<file path="config.mk">
export PLATFORM = sky130hd
export DESIGN_NAME = instr_fetch
export DESIGN_NICKNAME = d
export VERILOG_FILES = /design/src/rtl/instr_fetch_pkg.sv /design/src/rtl/instr_fetch_mem.sv /design/src/rtl/instr_fetch.sv
export SDC_FILE = /design/constraint.sdc
export NUM_CORES = 1
export LEC_CHECK = 0
export BUFFER_PORTS_ARGS = -buffer_cell sky130_fd_sc_hd__clkbuf_2
export CAP_MARGIN = 15
export CELL_PAD_IN_SITES_DETAIL_PLACEMENT = 1
export CELL_PAD_IN_SITES_GLOBAL_PLACEMENT = 1
export CORE_MARGIN = 5
export CORE_UTILIZATION = 50
export DETAILED_ROUTE_END_ITERATION = 16
export GPL_TIMING_DRIVEN = 0
export PLACE_DENSITY_LB_ADDON = 0.08
export SLEW_MARGIN = 30
export SYNTH_ARGS = -nofsm -noshare
export SYNTH_HDL_FRONTEND = slang
export SYNTH_HIERARCHICAL = 1
export SYNTH_SLANG_ARGS = --single-unit
</file>
<file path="constraint.sdc">
create_clock -name clk -period 2.15 [get_ports clk]
set_input_delay 0.43 -clock clk [delete_from_list [all_inputs] [get_ports clk]]
set_output_delay 0.43 -clock clk [all_outputs]
set_load 0.01 [all_outputs]
</file>
<file path="src/rtl/instr_fetch_pkg.sv">
// Shared definitions for the fetch stage and the control decoder:
// opcode encodings, default widths and the opcode field position.
package instr_fetch_pkg;

  localparam int ADDR_W_DEF  = 6;
  localparam int INSTR_W_DEF = 8;
  localparam int OPC_MSB     = 7;
  localparam int OPC_LSB     = 6;

  typedef enum logic [1:0] {
    OP_ADD  = 2'b00,
    OP_ADDI = 2'b01,
    OP_RSV  = 2'b10,
    OP_JMP  = 2'b11
  } opcode_e;

  function automatic logic is_jump(input logic [1:0] opc);
    return (opc == OP_JMP);
  endfunction

endpackage

</file>
<file path="src/rtl/instr_fetch_mem.sv">
// Loadable instruction store: synchronous write, asynchronous read.
// A read of the address being written this cycle returns the old word.
module instr_mem
  import instr_fetch_pkg::*;
#(
  parameter int ADDR_W  = ADDR_W_DEF,
  parameter int INSTR_W = INSTR_W_DEF
) (
  input  logic               clk,
  input  logic               i_we,
  input  logic [ADDR_W-1:0]  i_waddr,
  input  logic [INSTR_W-1:0] i_wdata,
  input  logic [ADDR_W-1:0]  i_raddr,
  output logic [INSTR_W-1:0] o_rdata
);

  logic [INSTR_W-1:0] r_mem [2**ADDR_W];

  // Program-load write port; contents survive reset.
  always_ff @(posedge clk) begin
    if (i_we) begin
      r_mem[i_waddr] <= i_wdata;
    end
  end

  assign o_rdata = r_mem[i_raddr];

endmodule

</file>
<file path="src/rtl/instr_fetch.sv">
// Fetch stage with PC, IF/ID register and one-bubble jump redirect.
// Priority: reset > load_en > stall > jump > sequential.
module instr_fetch
  import instr_fetch_pkg::*;
#(
  parameter int ADDR_W  = ADDR_W_DEF,
  parameter int INSTR_W = INSTR_W_DEF
) (
  input  logic               clk,
  input  logic               reset,
  input  logic               stall,
  input  logic               load_en,
  input  logic [ADDR_W-1:0]  load_addr,
  input  logic [INSTR_W-1:0] load_data,
  output logic [INSTR_W-1:0] instr,
  output logic [1:0]         opcode,
  output logic [ADDR_W-1:0]  pc_out,
  output logic               instr_valid,
  output logic               illegal
);

  logic [ADDR_W-1:0]  r_pc;
  logic [INSTR_W-1:0] r_instr;
  logic [ADDR_W-1:0]  r_pc_out;
  logic               r_valid;
  logic [INSTR_W-1:0] w_rdata;
  logic [1:0]         w_opcode;
  logic               w_redirect;

  // Memory write happens even when reset is asserted in the same cycle.
  instr_mem #(
    .ADDR_W  (ADDR_W),
    .INSTR_W (INSTR_W)
  ) u_mem (
    .clk     (clk),
    .i_we    (load_en),
    .i_waddr (load_addr),
    .i_wdata (load_data),
    .i_raddr (r_pc),
    .o_rdata (w_rdata)
  );

  assign w_opcode   = r_instr[OPC_MSB:OPC_LSB];
  assign w_redirect = r_valid && is_jump(w_opcode);

  // PC and IF/ID register update.
  always_ff @(posedge clk) begin
    if (reset) begin
      r_pc     <= '0;
      r_instr  <= '0;
      r_pc_out <= '0;
      r_valid  <= 1'b0;
    end else if (load_en) begin
      r_valid  <= 1'b0;
    end else if (stall) begin
      r_pc     <= r_pc;
      r_instr  <= r_instr;
      r_pc_out <= r_pc_out;
      r_valid  <= r_valid;
    end else if (w_redirect) begin
      // Sequential word is still captured but squashed as a bubble.
      r_pc     <= r_instr[ADDR_W-1:0];
      r_instr  <= w_rdata;
      r_pc_out <= r_pc;
      r_valid  <= 1'b0;
    end else begin
      r_pc     <= r_pc + ADDR_W'(1);
      r_instr  <= w_rdata;
      r_pc_out <= r_pc;
      r_valid  <= 1'b1;
    end
  end

  assign instr       = r_instr;
  assign pc_out      = r_pc_out;
  assign instr_valid = r_valid;
  assign opcode      = w_opcode;
  assign illegal     = r_valid && (w_opcode == OP_RSV);

endmodule
</file>
==> flow_metrics.env, run 1 <==
export IMPL_grt_overflow_total=0
export IMPL_clk_pin_slew_ns=0.06
export IMPL_cp_max_fo=10
export IMPL_cts_tree="yes"
export IMPL_hold_violations=0
export IMPL_maxCapViolCount=0
export IMPL_finalCriticalPeriod_ns=2.49
export IMPL_drive_above_1_share_pct=33.5
export IMPL_drcViolationCount=0
export IMPL_syn_area_mm2=0.0209
export IMPL_area_growth_pct=16.6
export IMPL_timing_hold_ws_ns=0.0905
export IMPL_synth_top_family_by_area="multiplexers"
export IMPL_maxSlewViolCount=0
export IMPL_power_density_mw_per_mm2=886
export IMPL_crit_path_top_delay_cell="mux4_2"
export IMPL_cts_buffers=56
export IMPL_worstPathCellList="buf_12 > buf_12 > buf_12 > mux4_2 > mux2i_1 > a31oi_1 > o311ai_4 > nand2_2 > nand2_1 > a21oi_1"
export IMPL_routed_wire_length_per_instance_um=31.7
export IMPL_final_nets=1164
export IMPL_wl_um=54700
export IMPL_crit_top_cell="buf_12"
export IMPL_synth_edf_count=512
export IMPL_ios=36
export IMPL_first_pass_iters=6
export IMPL_violations="negative setup slack"
export IMPL_synthMuxAreaShare_pct=15.4
export IMPL_synth_main_ff_cell="edfxtp_1"
export IMPL_grt_util_all_layers_pct=23.9
export IMPL_rows=75
export IMPL_antenna_found_initial=0
export IMPL_die_w_um=215
export IMPL_tightest_slew_ns=0.885
export IMPL_max_freq_mhz=401
export IMPL_ys_seq_elements=533
export IMPL_io_buffer_count=31
export IMPL_via_per_inst=6.34
export IMPL_core_area_mm2=0.0417
export IMPL_clk_latency_ns=0.61
export IMPL_hp_class="input port to register"
export IMPL_crit_type="register to register"
export IMPL_synth_compound_area_share_pct=2.87
export IMPL_die_y_um=215
export IMPL_final_cell_area_mm2=0.0244
export IMPL_finalSetupViolations=60
export IMPL_crit_path_max_incr_delay_ns=0.54
export IMPL_diodes=0
export IMPL_grt_pass1_vias=11200
export IMPL_syn_avg_cell_area_um2=20.0
export IMPL_peakVddDrop_uv=703
export IMPL_fin_ws_ns=-0.342
export IMPL_leakage_nw=7.35
export IMPL_cts_hold_buf=0
export IMPL_synthArstFlopShare_pct=0
export IMPL_synthXorXnorAreaFrac_pct=0
export IMPL_arrival_ns=2.95
export IMPL_routabilityCongestion=0.897
export IMPL_root_buffer="clkbuf_16"
export IMPL_cts_sinks=533
export IMPL_route_antenna_remaining_nets=0
export IMPL_finClkSkew_ns=0.0228
export IMPL_clk_path_buf_depth=3
export IMPL_die_area_mm2=0.0460
export IMPL_fin_crit_sh_pct=116
export IMPL_required_ns=2.60
export IMPL_crit_family="multiplexers"
export IMPL_grt_pass1_wl_um=79300
export IMPL_yosysSeqAreaShare_pct=75.5
export IMPL_drt_iter0_drc=1049
export IMPL_synthSimpleGateAreaFrac_pct=4.35
export IMPL_synth_cell_type_count=49
export IMPL_nFillCells=3609
export IMPL_start_kind="register"
export IMPL_status="complete, but fails checks"
export IMPL_post_dp_hpwl_um=34100
export IMPL_end_kind="register"
export IMPL_vias=11000
export IMPL_place_area_mm2=0.0218
export IMPL_postSynthCellCount=1046
export IMPL_max_slew_margin_pct=40.7
export IMPL_rsz0062_at_grt="yes"
export IMPL_synthesis_nets=1065
export IMPL_grt_max_degree=65
export IMPL_synthAdderAreaFrac_pct=0.0598
export IMPL_cts_max_level=2
export IMPL_start_util_pct=50.2
export IMPL_cp_num_buf_inv=3
export IMPL_dp_slack_ns=-1.28
export IMPL_ys_warnings_count=6
-- per-stage QoR --
stage,setup TNS (ns),cells,power [mW],utilization (%)
2_1_floorplan,0,1046,12.3,-
3_3_place_gp,-255.86,1616,12.8,52.2
3_5_place_dp,-280.87,1616,12.8,52.3
4_1_cts,-2.71,1721,21.8,57.8
5_1_grt,-5.35,1726,22.4,58.5
6_report,-3.59,1726,21.6,58.5
-- power by group --
part / switching (mW) / internal, mW / total, mW / leakage, nW
Combinational: 0.747 / 0.506 / 1.25 / 1.75
Clock: 3.81 / 5.06 / 8.87 / 0.822
Sequential: 0.0362 / 11.5 / 11.5 / 4.78
Total: 4.59 / 17.0 / 21.6 / 7.35
-- Yosys cell counts (3+ instances only) --
library cell	n	area (um2)
nand3b_1	3	22.5
nand2b_1	7	43.8
nand2_1	52	195
nor2_1	86	323
buf_6	5	56.3
nor2b_1	14	87.6
a211oi_1	4	30.0
edfxtp_1	512	15400
or3_1	4	25.0
clkbuf_1	20	75.1
inv_1	3	11.3
mux4_2	126	2840
o221ai_1	8	70.1
buf_1	4	15.0
buf_2	13	65.1
a221oi_1	6	52.6
mux2i_1	24	240
nor3_1	8	40.0
o2bb2ai_1	3	26.3
buf_4	15	113
nand4_1	4	25.0
dfxtp_1	21	420
o21a_1	4	30.0
a22oi_1	3	22.5
a31oi_1	5	31.3
mux2_2	13	146
o22ai_1	8	50.1
a21oi_1	19	95.1
o32ai_1	5	43.8
o2111ai_1	3	26.3
nand3_1	18	90.1
-- area by class of cell --
class | instances | area [um2] | share of cell area (%)
Timing Repair Buffer | 42 | 287 | 1.17
Buffer | 58 | 712 | 2.92
Multi-Input combinational cell | 451 | 5230 | 21.4
Tap cell | 539 | 674 | 2.77
Clock inverter | 31 | 198 | 0.811
Inverter | 3 | 11.3 | 0.0462
Clock buffer | 69 | 1470 | 6.03
Sequential cell | 533 | 15800 | 64.8
-- placed cells by master (no fill, tap or decap), types with 7 or more instances in the layout --
cell type and n:
mux2i_4 8, buf_4 13, nor2b_1 13, mux4_2 126, a21oi_1 18, buf_6 7, nor2_2 48, clkinv_2 9
mux2i_1 14, clkinv_1 17, clkbuf_1 22, buf_8 7, o221ai_1 7, dfxtp_1 17, edfxtp_1 512, nand3_1 17
clkbuf_4 13, nor2_1 36, mux2_2 12, buf_12 15, nand2_1 51, clkbuf_2 24, clkbuf_16 57
-- cell families after synthesis --
| logic type | Yosys count |
|---|---|
| AO/OA/AOI/OAI | 83 |
| AND/OR/NAND/NOR | 204 |
| buffers and inverters | 62 |
| multiplexers | 163 |
| flip-flops | 533 |
| adder cells (fa/ha/maj) | 1 |
-- final timing paths --
check	start	end	slack, ns	depth (start not counted)
hold reg to reg	pc_out[3]	pc_out[3]	0.46	2
hold / removal	reset	r_pc[2]	0.09	2
setup reg to reg	r_pc[0]	instr[7]	-0.34	10
setup / recovery	r_pc[0]	instr[7]	-0.34	10
-- per-layer routing --
| layer | wire length (um) | share of wire (%) | up-vias | track usage, % |
|---|---|---|---|---|
| li1 | - | - | 4511 | - |
| met1 | 23800 | 44 | 5877 | 35.7 |
| met2 | 25500 | 47 | 487 | 36.6 |
| met3 | 4060 | 7.4 | 76 | 4.56 |
| met4 | 1300 | 2.4 | 0 | 6.72 |
| met5 | 0 | 0 | - | 0 |
-- registers in the layout (all words and copies together), names as in the netlist --
register and count:
r_pc 6, instr 8, instr_valid 1, u_mem/r_mem 512, pc_out 6
-- timing repair --
| item | CTS | global route |
|---|---|---|
| buffers inserted | 6 | 5 |
| hold endpoints to repair | 0 | 0 |
| pin swaps | 2 | 5 |
| resized for setup | 144 | 69 |
| endpoints found under the setup margin | 67 | 227 |
(Power assumes the default switching activity.)
==> inputs of run 2 (changes only) <==
CORE_UTILIZATION = 55   (was 50)
clock period = 2.5 ns   (was 2.15 ns; I/O delays follow)
==> run 2 against run 1 <==
  * The run now ends clean
  * Sequential share of layout area up 0.53 points
  * Setup slack gained 0.35 ns
  * Combinational power shrank 15%
  * Hold slack better by 0.083 ns
  * Global-route usage rose by 2.6 points
  * Clock power shrank 14%
  * Die area is 8.7% lower
  * Largest power group unchanged
==> flow_metrics.env, run 2 (same netlist as run 1, synthesis figures left out) <==
export IMPL_pwr_share_clk_pct=41.2
export IMPL_hp_class="input port to register"
export IMPL_routed_wire_length_per_instance_um=32.1
export IMPL_final_cell_area_mm2=0.0242
export IMPL_finClkSkew_ns=0.0213
export IMPL_clk_pin_slew_ns=0.06
export IMPL_end_kind="register"
export IMPL_cts_tree="yes"
export IMPL_area_growth_pct=15.6
export IMPL_clk_latency_ns=0.60
export IMPL_grt_pass1_vias=11200
export IMPL_worstPathCellList="buf_12 > buf_16 > mux4_2 > nor2b_1 > a2111oi_2 > o41ai_4 > nand2_1 > a21oi_1"
export IMPL_stdcell_count=1698
export IMPL_crit_path_max_incr_delay_ns=0.55
export IMPL_fin_ws_ns=0.00705
export IMPL_cp_max_fo=8
export IMPL_p_int_mw=14.7
export IMPL_clk_path_buf_depth=3
export IMPL_cp_num_buf_inv=2
export IMPL_power_density_mw_per_mm2=769
export IMPL_vias=11000
export IMPL_mostFrequentLayoutCells="edfxtp_1, mux4_2, nor2_1"
export IMPL_largest_register_ffs=512
export IMPL_fin_crit_sh_pct=99.7
export IMPL_cts_max_level=2
export IMPL_arrival_ns=2.94
export IMPL_drt_iter0_drc=1106
export IMPL_cts_buffers=53
export IMPL_route_antenna_remaining_nets=0
export IMPL_max_slew_margin_pct=29.0
export IMPL_whs_path_depth=2
export IMPL_hold_violations=0
export IMPL_timing_hold_ws_ns=0.173
export IMPL_core_area_mm2=0.0376
export IMPL_top_register="u_mem/r_mem"
export IMPL_via_per_inst=6.48
export IMPL_crit_type="register to register"
export IMPL_maxCapViolCount=0
export IMPL_cts_sinks=533
export IMPL_routabilityCongestion=0.872
export IMPL_diodes=0
export IMPL_leakage_nw=7.36
export IMPL_max_freq_mhz=401
export IMPL_root_buffer="clkbuf_16"
export IMPL_start_kind="register"
export IMPL_die_area_mm2=0.0420
export IMPL_finalSetupViolations=0
export IMPL_crit_family="compound AO/OA/AOI/OAI gates"
export IMPL_dpl_cell_count=1588
export IMPL_ios=36
export IMPL_grt_max_degree=65
export IMPL_grt_overflow_total=0
export IMPL_io_buffer_count=31
export IMPL_final_nets=1164
export IMPL_status="finished, final reports clean"
export IMPL_required_ns=2.94
export IMPL_place_area_mm2=0.0217
export IMPL_rsz0062_at_grt="yes"
export IMPL_final_common_cell="edfxtp_1"
export IMPL_post_dp_hpwl_um=33900
export IMPL_finalCriticalPeriod_ns=2.49
export IMPL_crit_path_top_delay_cell="mux4_2"
export IMPL_maxSlewViolCount=0
export IMPL_cts_hold_buf=0
export IMPL_first_pass_iters=5
export IMPL_tns_ns=0
export IMPL_dp_slack_ns=-0.900
export IMPL_tightest_slew_ns=1.06
export IMPL_grt_util_all_layers_pct=26.5
export IMPL_switchingPower_mw=3.92
export IMPL_die_y_um=205
export IMPL_p_comb_share_pct=5.7
export IMPL_seq_power_share_pct=53.1
export IMPL_die_w_um=205
export IMPL_grt_pass1_wl_um=79600
export IMPL_cp_num_cells=8
export IMPL_switching_share_pct=21.1
export IMPL_peakVddDrop_uv=687
export IMPL_reg2reg_depth=8
export IMPL_drive_above_1_share_pct=30.6
export IMPL_start_util_pct=55.7
export IMPL_wl_um=54500
export IMPL_drcViolationCount=0
export IMPL_rows=71
export IMPL_antenna_found_initial=2
run 2: changes by cell type in the layout (fill, tap and decap cells not counted), sizes merged:
| cell | previous run | this run |
|---|---|---|
| buf | 51 | 54 |
| clkbuf | 118 | 112 |
| bufinv | 2 | 5 |
run 2: final cells by class:
class | count | area (um2)
Tap cell | 511 | 639
Inverter | 3 | 11.3
Buffer | 58 | 672
Sequential cell | 533 | 15800
Clock inverter | 34 | 289
Multi-Input combinational cell | 451 | 5060
Timing Repair Buffer | 45 | 348
Clock buffer | 63 | 1360
Fill cell | 3124 | 13400
run 2: worst register-to-register path, stage by stage, from the launching register on:
cell and delay, ns:
dfxtp_4 0.38, buf_12 0.18, buf_16 0.18, mux4_2 0.56
nor2b_1 0.17, a2111oi_2 0.55, o41ai_4 0.16, nand2_1 0.11
a21oi_1 0.07
run 2: metal layers:
layer	track usage, %	routed length [um]	part of all wire [%]
met1	40.1	23200	43
met5	0	0	0
met3	4.37	4210	7.7
met2	40.9	25700	47
met4	7.18	1330	2.4
run 2: worst paths after layout:
check	from	end	slack, ns
max	r_pc[0]	instr[3]	0.007
min	reset	r_pc[2]	0.17
max reg2reg	r_pc[0]	instr[3]	0.007
min reg2reg	pc_out[1]	pc_out[1]	0.46
run 2: timing repair:
item,in CTS,in global routing
buffers inserted,4,9
pin swaps,3,4
setup endpoints to repair,8,8
endpoints found under the hold margin,0,0
gates resized for setup,111,44
gates cloned,0,1
run 2: per-stage QoR:
stage                     total power [mW]  util [%]
after floorplan                       10.6         -
after global placement                11.0      57.8
after detailed placement              11.0      57.9
after CTS                             18.7      63.6
after global routing                  19.2      64.4
final                                 18.6      64.4
run 2: power groups by stage:
stage	Combinational, mW	Sequential, mW	Clock (mW)
finish	1.06	9.88	7.66
global route	1.11	9.88	8.23
CTS	1.01	9.88	7.79
detailed placement	0.912	10.1	0
global placement	0.886	10.1	0
floorplan	0.489	10.1	0
==> inputs of run 3 (changes only) <==
BUFFER_PORTS_ARGS = not set   (was -buffer_cell sky130_fd_sc_hd__clkbuf_2)
CORE_UTILIZATION = 56   (was 55)
DONT_BUFFER_PORTS = 1   (was not set)
REMOVE_ABC_BUFFERS = 1   (was not set)
SETUP_SLACK_MARGIN = 0.1   (was not set)
==> run 3 against run 2 <==
  * The run now ends with negative hold slack, negative setup slack left
  * Non-clock buffer count down 29
  * Register-to-register slack worse by 0.08 ns
  * Core utilization up 1.5 points
  * Via count down 2.1%
  * Critical path depth increased by 2
  * Wire length is 3.2% lower
  * Hold slack worse by 0.22 ns
  * Count of clock-buffer cells in the layout rose by 7
  * Die area shrank 1.7%
  * Global-route usage shrank 0.55 points
  * Sequential share of layout area is essentially flat
  * Clock power decreased by 3.8%
  * Critical path type unchanged
==> flow_metrics.env, run 3 (same netlist as run 1, synthesis figures left out) <==
export IMPL_status="complete, but fails checks"
export IMPL_clk_latency_ns=0.60
export IMPL_ios=36
export IMPL_tns_ns=-0.234
export IMPL_rsz0062_at_grt="yes"
export IMPL_end_kind="register"
export IMPL_cp_max_fo=7
export IMPL_finClkSkew_ns=0.0226
export IMPL_drcViolationCount=0
export IMPL_crit_type="register to register"
export IMPL_grt_util_all_layers_pct=25.9
export IMPL_p_int_mw=14.4
export IMPL_top_register="u_mem/r_mem"
export IMPL_grt_overflow_total=0
export IMPL_io_buffer_count=0
export IMPL_die_area_mm2=0.0413
export IMPL_switching_share_pct=21.1
export IMPL_antenna_found_initial=2
export IMPL_start_kind="register"
export IMPL_r2r_start="r_pc[0]"
export IMPL_regArea_mm2=0.0158
export IMPL_maxCapViolCount=0
export IMPL_clk_pin_slew_ns=0.06
export IMPL_route_antenna_remaining_nets=0
export IMPL_core_area_mm2=0.0368
export IMPL_root_buffer="clkbuf_16"
export IMPL_cts_hold_buf=32
export IMPL_die_w_um=203
export IMPL_drive_above_1_share_pct=27.1
export IMPL_nFillCells=2926
export IMPL_arrival_ns=3.06
export IMPL_max_freq_mhz=389
export IMPL_tightest_slew_ns=0.980
export IMPL_mostFrequentLayoutCells="edfxtp_1, mux4_2, nor2_1"
export IMPL_peakVddDrop_uv=671
export IMPL_grt_pass1_wl_um=77700
export IMPL_hold_violations=8
export IMPL_routed_wire_length_per_instance_um=32.4
export IMPL_vias=10800
export IMPL_cts_buffers=54
export IMPL_power_mw=18.3
export IMPL_largest_register_ffs=512
export IMPL_grt_pass1_vias=11300
export IMPL_grt_max_degree=65
export IMPL_leakage_nw=7.36
export IMPL_fin_crit_sh_pct=103
export IMPL_cts_tree="yes"
export IMPL_fin_ws_ns=-0.0681
export IMPL_final_common_cell="edfxtp_1"
export IMPL_pwr_share_clk_pct=40.4
export IMPL_rows=70
export IMPL_p_comb_share_pct=5.5
export IMPL_power_density_mw_per_mm2=754
export IMPL_stdcell_count=1626
export IMPL_hp_class="input port to register"
export IMPL_die_y_um=203
export IMPL_seq_power_share_pct=54.1
export IMPL_diodes=0
export IMPL_maxSlewViolCount=0
export IMPL_dpl_cell_count=1468
export IMPL_post_dp_hpwl_um=28700
export IMPL_routabilityCongestion=0.795
export IMPL_finalCriticalPeriod_ns=2.57
export IMPL_multi_input_area_mm2=0.00503
export IMPL_area_growth_pct=15.8
export IMPL_clk_path_buf_depth=3
export IMPL_wl_um=52700
export IMPL_cts_sinks=533
export IMPL_violations="negative hold slack, negative setup slack"
export IMPL_final_nets=1136
export IMPL_finalSetupViolations=6
export IMPL_via_per_inst=6.62
export IMPL_crit_start="r_pc[0]"
export IMPL_drt_iter0_drc=1066
export IMPL_first_pass_iters=5
export IMPL_timing_hold_ws_ns=-0.0450
export IMPL_required_ns=3.00
export IMPL_cts_max_level=2
export IMPL_switchingPower_mw=3.86
export IMPL_holdCritStartpoint="reset"
export IMPL_start_util_pct=56.9
export IMPL_max_slew_margin_pct=34.4
[run 3: path summary, 6_finish.rpt]
check | to | slack (ns) | depth (start not counted)
hold / removal | instr[6] | -0.04 | 1
hold reg to reg | instr[4] | 0.52 | 2
setup reg to reg | instr[0] | -0.07 | 10
setup / recovery | instr[0] | -0.07 | 10
[run 3: stage by stage]
stage	setup WS, ns	utilization, %	cell area [um2]
2_1_floorplan	-4.55	-	20600
3_3_place_gp	-7.65	57.5	21100
3_5_place_dp	-0.773	58.3	21400
4_1_cts	-0.115	65.3	24000
5_1_grt	-0.0971	65.8	24200
6_report	-0.0681	65.8	24200
[run 3: cell type report]
class                      instances  share of cell area [%]
clock buffer                      70                    5.87
sequential                       533                    65.3
inverter                           3                  0.0465
multi-input combinational        451                    20.8
clock inverter                    27                   0.697
tap                              468                    2.42
timing repair buffer              74                    4.91
[run 3: critical path, stage by stage, from the launching register on]
cell	delay [ns]
dfxtp_4	0.41
buf_16	0.13
buf_16	0.14
buf_16	0.14
mux4_2	0.54
mux4_2	0.56
nor2_4	0.16
nor3_4	0.06
o2bb2ai_4	0.18
nand2_2	0.08
a21oi_2	0.05
[run 3: repair_timing]
action,CTS,global route
hold endpoints to repair,401,8
gates cloned,6,0
setup endpoints to repair,8,8
pin swaps,4,7
setup buffers,15,8
gates resized for setup,39,26
[run 3: power by group through the flow]
stage / sequential (mW) / combinational [mW] / clock, mW
global route: 9.89 / 1.06 / 7.96
global placement: 10.2 / 0.573 / 0
finish: 9.89 / 1.01 / 7.37
CTS: 9.88 / 0.979 / 7.50
floorplan: 10.2 / 0.419 / 0
detailed placement: 10.1 / 0.613 / 0
[run 3: routing by layer]
layer | routed length [um] | share of wire, % | global-route usage [%]
met4 | 1380 | 2.6 | 8.24
met2 | 25300 | 48 | 40.7
met1 | 21500 | 41 | 36.7
met5 | 0 | 0 | 0
met3 | 4530 | 8.6 | 6.42
